$ cat src/rtl/riscv_muldiv_pkg.sv
// Shared encodings for the iterative RISC-V M-extension unit: funct3 opcodes
// and FSM states.
package riscv_muldiv_pkg;

    localparam logic [2:0] F3_MUL    = 3'b000;
    localparam logic [2:0] F3_MULH   = 3'b001;
    localparam logic [2:0] F3_MULHSU = 3'b010;
    localparam logic [2:0] F3_MULHU  = 3'b011;
    localparam logic [2:0] F3_DIV    = 3'b100;
    localparam logic [2:0] F3_DIVU   = 3'b101;
    localparam logic [2:0] F3_REM    = 3'b110;
    localparam logic [2:0] F3_REMU   = 3'b111;

    typedef enum logic [2:0] {
        MD_MUL    = F3_MUL,
        MD_MULH   = F3_MULH,
        MD_MULHSU = F3_MULHSU,
        MD_MULHU  = F3_MULHU,
        MD_DIV    = F3_DIV,
        MD_DIVU   = F3_DIVU,
        MD_REM    = F3_REM,
        MD_REMU   = F3_REMU
    } md_op_e;

    typedef enum logic [1:0] {
        IDLE,
        CALC,
        FIX,
        DONE
    } md_state_e;

endpackage

$ cat src/rtl/riscv_muldiv_step.sv
// One radix-2 iteration: shift-add for multiply, restoring step for divide.
// Accumulator is {upper, lower}; lower holds the multiplier or the quotient.
module riscv_muldiv_step #(
    parameter int XLEN = 32
) (
    input  logic                is_div,
    input  logic [2*XLEN-1:0]   acc,
    input  logic [XLEN-1:0]     operand,
    output logic [2*XLEN-1:0]   acc_next
);

    logic [XLEN:0]   sum;
    logic [XLEN:0]   upper;
    logic [XLEN+1:0] diff;
    logic            unused_diff_bit;

    always_comb begin
        sum   = {1'b0, acc[2*XLEN-1:XLEN]} + (acc[0] ? {1'b0, operand} : '0);
        // upper XLEN+1 bits of the accumulator after a left shift by one
        upper = acc[2*XLEN-1:XLEN-1];
        diff  = {1'b0, upper} - {2'b00, operand};
        if (is_div) begin
            if (diff[XLEN+1])
                acc_next = {upper[XLEN-1:0], acc[XLEN-2:0], 1'b0};
            else
                acc_next = {diff[XLEN-1:0], acc[XLEN-2:0], 1'b1};
        end else begin
            acc_next = {sum, acc[XLEN-1:1]};
        end
    end

    // a non-negative difference is below the divisor, so bit XLEN is always 0
    assign unused_diff_bit = diff[XLEN];

endmodule

$ cat src/rtl/riscv_muldiv.sv
// Iterative RISC-V M-extension multiply/divide unit with valid/ready handshakes.
// Define RISCV_MULDIV_FASTZERO_EN to short-circuit zero operands to a 1-cycle result.
module riscv_muldiv
    import riscv_muldiv_pkg::*;
#(
    parameter  int XLEN = 32,
    localparam int CNTW = $clog2(XLEN) + 1
) (
    input  logic            clk,
    input  logic            reset,
    input  logic            in_valid,
    output logic            in_ready,
    input  logic [2:0]      funct3,
    input  logic [XLEN-1:0] src_a,
    input  logic [XLEN-1:0] src_b,
    input  logic            kill,
    output logic            out_valid,
    input  logic            out_ready,
    output logic [XLEN-1:0] result,
    output logic            busy
);

    localparam logic [XLEN-1:0] MIN_NEG = {1'b1, {(XLEN-1){1'b0}}};

    md_state_e         state, state_next;
    md_op_e            op;
    logic [CNTW-1:0]   cnt;
    logic              sign;
    logic [XLEN-1:0]   opnd;
    logic [2*XLEN-1:0] acc, acc_step, prod_fix;
    logic              accept, op_is_div, in_is_div, sa, sb, special;
    logic [XLEN-1:0]   mag_a, mag_b, special_res, fix_res, quo_fix, rem_fix;

    assign in_ready  = (state == IDLE);
    assign busy      = !in_ready;
    assign out_valid = (state == DONE);
    // kill outranks a same-cycle accept
    assign accept    = in_valid && in_ready && !kill;
    assign op_is_div = op inside {MD_DIV, MD_DIVU, MD_REM, MD_REMU};

    riscv_muldiv_step #(.XLEN(XLEN)) u_step (
        .is_div   (op_is_div),
        .acc      (acc),
        .operand  (opnd),
        .acc_next (acc_step)
    );

    always_comb begin
        in_is_div   = funct3[2];
        sa          = src_a[XLEN-1] && (funct3 inside {F3_MULH, F3_MULHSU, F3_DIV, F3_REM});
        sb          = src_b[XLEN-1] && (funct3 inside {F3_MULH, F3_DIV, F3_REM});
        mag_a       = sa ? -src_a : src_a;
        mag_b       = sb ? -src_b : src_b;
        special     = 1'b0;
        special_res = '0;
        if (in_is_div && src_b == '0) begin
            special     = 1'b1;
            special_res = funct3[1] ? src_a : '1;
        end else if ((funct3 == F3_DIV || funct3 == F3_REM) && src_a == MIN_NEG && src_b == '1) begin
            special     = 1'b1;
            special_res = funct3[1] ? '0 : MIN_NEG;
        end
`ifdef RISCV_MULDIV_FASTZERO_EN
        else if (!in_is_div && (src_a == '0 || src_b == '0)) begin
            special = 1'b1;
        end else if (in_is_div && src_a == '0) begin
            special = 1'b1;
        end
`endif
    end

    // multiply negates the full product so the high half is correct too
    always_comb begin
        prod_fix = sign ? -acc : acc;
        quo_fix  = sign ? -acc[XLEN-1:0] : acc[XLEN-1:0];
        rem_fix  = sign ? -acc[2*XLEN-1:XLEN] : acc[2*XLEN-1:XLEN];
        case (op)
            MD_MUL:                     fix_res = prod_fix[XLEN-1:0];
            MD_MULH, MD_MULHSU, MD_MULHU: fix_res = prod_fix[2*XLEN-1:XLEN];
            MD_DIV, MD_DIVU:            fix_res = quo_fix;
            default:                    fix_res = rem_fix;
        endcase
    end

    always_comb begin
        state_next = state;
        case (state)
            IDLE: if (accept) state_next = special ? DONE : CALC;
            CALC: begin
                if (kill)
                    state_next = IDLE;
                else if (cnt == CNTW'(XLEN-1))
                    state_next = FIX;
            end
            FIX:  state_next = kill ? IDLE : DONE;
            DONE: if (kill || out_ready) state_next = IDLE;
            default: state_next = IDLE;
        endcase
    end

    always_ff @(posedge clk or posedge reset) begin
        if (reset) state <= IDLE;
        else       state <= state_next;
    end

    always_ff @(posedge clk or posedge reset) begin
        if (reset) begin
            op     <= MD_MUL;
            cnt    <= '0;
            sign   <= 1'b0;
            opnd   <= '0;
            acc    <= '0;
            result <= '0;
        end else begin
            case (state)
                IDLE: if (accept) begin
                    op   <= md_op_e'(funct3);
                    cnt  <= '0;
                    sign <= (in_is_div && funct3[1]) ? sa : (sa ^ sb);
                    acc  <= {{XLEN{1'b0}}, in_is_div ? mag_a : mag_b};
                    opnd <= in_is_div ? mag_b : mag_a;
                    if (special) result <= special_res;
                end
                CALC: if (!kill) begin
                    acc <= acc_step;
                    cnt <= cnt + CNTW'(1);
                end
                FIX: if (!kill) result <= fix_res;
                default: ;
            endcase
        end
    end

endmodule

$ cat config.mk
export PLATFORM = sky130hd
export DESIGN_NAME = riscv_muldiv
export DESIGN_NICKNAME = d
export VERILOG_FILES = /design/src/rtl/riscv_muldiv_pkg.sv /design/src/rtl/riscv_muldiv_step.sv /design/src/rtl/riscv_muldiv.sv
export SDC_FILE = /design/constraint.sdc
export NUM_CORES = 1
export LEC_CHECK = 0
export CELL_PAD_IN_SITES_DETAIL_PLACEMENT = 0
export CELL_PAD_IN_SITES_GLOBAL_PLACEMENT = 1
export CORE_MARGIN = 3
export CORE_UTILIZATION = 45
export DETAILED_ROUTE_END_ITERATION = 16
export HOLD_SLACK_MARGIN = 0.05
export PLACE_DENSITY_LB_ADDON = 0.1
export SLEW_MARGIN = 20
export SYNTH_ARGS = -nofsm -noshare
export SYNTH_HDL_FRONTEND = slang
export SYNTH_SLANG_ARGS = --single-unit
$ cat constraint.sdc
create_clock -name clk -period 4.7 [get_ports clk]
set_input_delay 0.47 -clock clk [delete_from_list [all_inputs] [get_ports clk]]
set_output_delay 0.47 -clock clk [all_outputs]
set_load 0.02 [all_outputs]
# --- Word level (Yosys, flattened, before mapping) ---
# Cells that the tools add are included.
word_totals:
  reg_bits: 140
  input_bits: 72
classes:
  n_addsub: 8
  n_eq_ne: 23
  n_mux: 35
  bitwise_logic: 1
  n_reduce_logical: 26
ops:
  columns: ["operator", "count"]
  rows:
  - ["$mux 32", 14]
  - ["$mux 64", 5]
  - ["$neg 32->32", 4]
  - ["$pmux 64 s2", 1]
  - ["$pmux 32 s3", 1]
  - ["$eq 32x32->1 const B", 2]
  - ["$neg 64->64", 1]
  - ["$pmux 32 s2", 1]
  - ["$sub 33x32->34", 1]
  - ["$add 32x33->33", 1]
  - ["$logic_not 32->1", 1]
  - ["$eq 3x3->1 const B", 6]
  - ["$mux 2", 6]
  - ["$mux 6", 2]
  - ["$pmux 6 s2", 1]
  - ["$eq 3x2->1 const B", 3]
  - ["$logic_and 1x1->1", 8]
  - ["$pmux 2 s4", 1]
  - ["$reduce_bool 4->1", 2]
  - ["$add 6x1->6 const B", 1]
  - ["$eq 3x1->1 const B", 2]
  - ["$eq 6x5->1 const B", 1]
  - ["$ne 2x1->1 const B", 3]
  - ["$reduce_and 3->1", 2]
  - ["other kinds (16)", 23]

# --- Longest topological paths before layout ---
# Gate-level depths: netlist of run 1.
logic_depth:
  ltp_word: 9
  depth_mapped: 15
  mapped_depth_nobuf: 14

# --- Hierarchy ---
# From an unflattened synthesis of run 1, not the netlist that was laid out.
hier_totals:
  cells_unflattened: 2130
  area_unflattened_um2: 15857.7
modules_own_cells:
  columns: ["module", "instances", "cells_each", "area_each_um2", "seq_area_each_um2"]
  rows:
  - ["riscv_muldiv", 1, 1394, 10929.2, 3503.4]
  - ["riscv_muldiv_step", 1, 736, 4928.5, 0.0]

# --- Least setup slack after synthesis of run 1 ---
# No wires, ideal clock.
synth_timing:
  path_type: "reg2reg"
  start: "register acc[0]"
  end: "register acc[56]"
  setup_time_ns: 0.139
  t_arrival_ns: 3.074
  path_slack_ns: 1.487
  stages_incl_launch_ff: 15
  path_buffers: 1
  synth_period_minus_slack_ns: 3.213
  cell_sequence: "dfrtp_1 -> inv_1 -> clkbuf_1 -> nor2_1 -> ha_1 -> a21oi_1 -> o21ai_0 -> nor2b_1 -> a21oi_1 -> o41ai_1 -> nor3_1 -> or2_2 -> a41oi_1 -> xor2_1 -> o221ai_1"
synth_via:
  elab_chain_cells: 5
synth_rtl:
  columns: ["item", "line_no", "rtl"]
  rows:
  - ["start: declaration", "riscv_muldiv.sv:30", "logic [2*XLEN-1:0] acc, acc_step, prod_fix;"]
  - ["start signal: assignment", "riscv_muldiv.sv:120", "acc <= {{XLEN{1'b0}}, in_is_div ? mag_a : mag_b};"]
  - ["start signal: assignment", "riscv_muldiv.sv:125", "acc <= acc_step;"]
  - ["$mux 32", "riscv_muldiv_step.sv:18", "sum = {1'b0, acc[2*XLEN-1:XLEN]} + (acc[0] ? {1'b0, operand} : '0);"]
  - ["$add 32x33->33", "riscv_muldiv_step.sv:18", null]
  - ["$mux 64", "riscv_muldiv_step.sv:22", "if (is_div) begin"]
  - ["$mux 64", "riscv_muldiv.sv:124", "CALC: if (!kill) begin"]
  - ["$pmux 64 s2", "riscv_muldiv.sv:115", "case (state)"]
# Every way passes these cells. The select of a mux whose other input is x is not followed.
# A chain may end at the register's enable or synchronous reset.

# --- Worst setup path after layout of run 1 ---
layout_timing:
  start: "register acc[0]"
  end: "register acc[59]"
# Same word-level chain as after synthesis.

==> results of run 1 <==
## how the worst max path moves through the flow
| stage | from | endpoint | slack, ns |
|---|---|---|---|
| 2_1_floorplan | reset | acc[0] | 0.48 |
| 3_3_place_gp | src_b[6] | result[15] | 0.73 |
| 3_5_place_dp | src_b[6] | result[11] | 0.57 |
| 4_1_cts | acc[0] | acc[59] | 0.71 |
| 5_1_grt | acc[0] | acc[63] | 0.34 |
| 6_report | acc[0] | acc[59] | 0.66 |
## cell families after synthesis
group,after synthesis,synth area share (%)
AO/OA/AOI/OAI,687,28.9
AND/OR/NAND/NOR,666,21.6
buffers and inverters,202,5.30
XOR/XNOR,174,10.4
flip-flops,140,23.9
adder cells (fa/ha/maj),72,6.24
multiplexers,53,3.66
## layout make-up
class	instances	area (um2)
Timing Repair Buffer	162	1490
Sequential cell	140	3510
Tap cell	435	544
Clock buffer	18	429
Inverter	72	275
Clock inverter	14	160
Fill cell	3127	15000
Multi-Input combinational cell	1652	10400
## sequential cells by signal, summed over array words and instances (netlist names)
name,flops
opnd,32
state,2
op,3
result,32
cnt,6
sign,1
acc,64
## per-stage QoR
step / power, W / setup WS [ns] / instance area, um2 / hold WS (ns) / utilization [%]
final: 0.0100 / 0.662 / 16800 / 0.481 / 52.9
after floorplan: 0.00640 / 0.477 / 14700 / 0.450 / -
after CTS: 0.00987 / 0.707 / 16800 / 0.487 / 52.9
after global placement: 0.00840 / 0.728 / 16200 / 0.463 / 51.0
after global routing: 0.0107 / 0.341 / 16800 / 0.512 / 52.9
after detailed placement: 0.00842 / 0.573 / 16200 / 0.471 / 51.0
## per-layer routing
| layer | track usage (%) | wire, um |
|---|---|---|
| met1 | 47.0 | 27100 |
| met2 | 49.9 | 25700 |
| met3 | 6.58 | 4430 |
| met4 | 12.8 | 2210 |
| met5 | 1.37 | 79 |
## report_power, final
group,internal (W),switching [W]
registers,0.00154,0.000619
logic,0.00249,0.00392
clock network,0.000795,0.000637
total,0.00483,0.00517
## worst max-delay path, stage by stage, from the launching register on
cell and delay [ns]:
dfrtp_1 0.52, and2_1 0.19, ha_1 0.20, inv_1 0.07
fa_1 0.37, nand2b_1 0.21, a21oi_1 0.29, o211ai_1 0.18
o21ai_0 0.43, a211oi_1 0.25, o41ai_1 0.43, buf_4 0.19
a31o_2 0.17, nor2b_1 0.22, o41a_1 0.15, nand2_1 0.05
## layout by cell type, fill, tap and decap left out, types with 27 or more instances in the layout
cell / synthesis / routed
nand3_1: 27 / 27
a21oi_1: 221 / 220
mux2i_1: 48 / 48
ha_1: 70 / 70
nor2_1: 199 / 198
nor2b_1: 37 / 37
nor3_1: 59 / 58
a21o_1: 37 / 37
o211ai_1: 32 / 32
clkdlybuf4s50_1: 0 / 105
nand2_1: 203 / 203
buf_4: 0 / 55
o31ai_1: 32 / 32
o21ai_0: 190 / 190
xnor2_1: 100 / 100
xor2_1: 74 / 74
dfrtp_1: 140 / 138
inv_1: 72 / 71
==> run metrics, run 1 <==
peak supply drop roughly 0.47 mV; Inserted Diodes 0; antenna violations before repair 1; total CTS buffers 17; vias in the first global route about 14000; Worst Clk Skew approximately 0.014 ns; mapped cell area 14700 um2; die footprint ~35000 um2; Worst Setup End Kind register; CTS H-tree lvls 4; first-pass GRT wire length 89.1 mm; total setup buffers inserted after CTS 0; drt first-iter violations 1522; Longest Clk Path Bufs 2; Reg-to-Reg Start acc[0]; largest net degree at the start of global routing 91; min-delay src opnd[6]; ys flop type dfrtp_1; Cells after Synth roughly 2000; vias per inst 6.20; post-route ant nets 0; worst r2r path cells 15; total clock sinks between 100 and 150; Synth area leader dfrtp_1; Starting Density roughly 46%; Vias between 15000 and 20000; outcome finished, final reports clean; R2R Setup Slk 0.66 ns; number of enable flip-flop cells after synthesis 0; total gr overflow 0; first-pass iteration count of the detailed router 6; Leak a little under 7 nW; Post-synth top cells a21oi_1 (221), nand2_1 (203), nor2_1 (199); gr usage total 33.2%; TNS Setup 0 ns; slew margin rel. approximately a third; fin crit period approximately 4.0 ns; YS warnings 0; Die Width 187 um; Arr. time, crit path around 4.4 ns; top cell type's share of synthesized area a little under a quarter; synth top area cells dfrtp_1 (24%), a21oi_1 (7.5%), o21ai_0 (6.5%); final setup vio count 0; CTS tree built; period utilization a little under nine tenths; HP Class register to register; Endpoint, Worst Hold opnd[6]; # resized after CTS 0; clk root buf clkbuf_16; Post-Place Cells roughly 2500; Layout Nets 2189; FP Rows 65; non-filler cells, final roughly 2500; # IOs between 100 and 150; share of cells above drive strength 1 between 6 and 7%; core area around 32000 um2; total routed wirelength 59.6 mm; Clock transition at path regs 0.07 ns; CP Launch Type register; routability cong. roughly 0.96; Max Freq about 250 MHz; hpwl dp approximately 46 mm; Avg Cell Area, Syn around 7.4 um2; final hold vios 0; Max-Cap Viols 0; register area share after synthesis 23.9%; hold_buf cts 0; FF-to-FF End acc[59]; Critical Path Fanout Max 8; Critical Path RT around 5.0 ns; critical path class register to register; worst-margin pin slew ~0.99 ns; distinct cell type count of the synthesized netlist 78; RSZ-0062 raised after global routing false; IO buf count between 100 and 150; Layout area overhead 14.6%; Async SR Flop Fraction 100%; Chip Height about 190 um; final slew viol count 0; post-synth net total about 2100; most common cell in the synthesized netlist a21oi_1; post-synthesis register bit count 140; hold depth 2; PwrDens 595 nW/um2; DRC Markers 0; clock latency at the later pin of the worst-skew pair roughly 0.46 ns; wire length per cell roughly 24 um
No activity file was read; power rests on OpenSTA's default activity.
==> run 2: changes to the inputs <==
--- a/config.mk
+++ b/config.mk
@@ -12,6 +12,7 @@
 export DETAILED_ROUTE_END_ITERATION = 16
 export HOLD_SLACK_MARGIN = 0.05
 export PLACE_DENSITY_LB_ADDON = 0.1
+export SETUP_SLACK_MARGIN = 0.02
 export SLEW_MARGIN = 20
 export SYNTH_ARGS = -nofsm -noshare
 export SYNTH_HDL_FRONTEND = slang
==> results of run 2 <==
The final DEF is identical to that of run 1; final timing and power are the same.
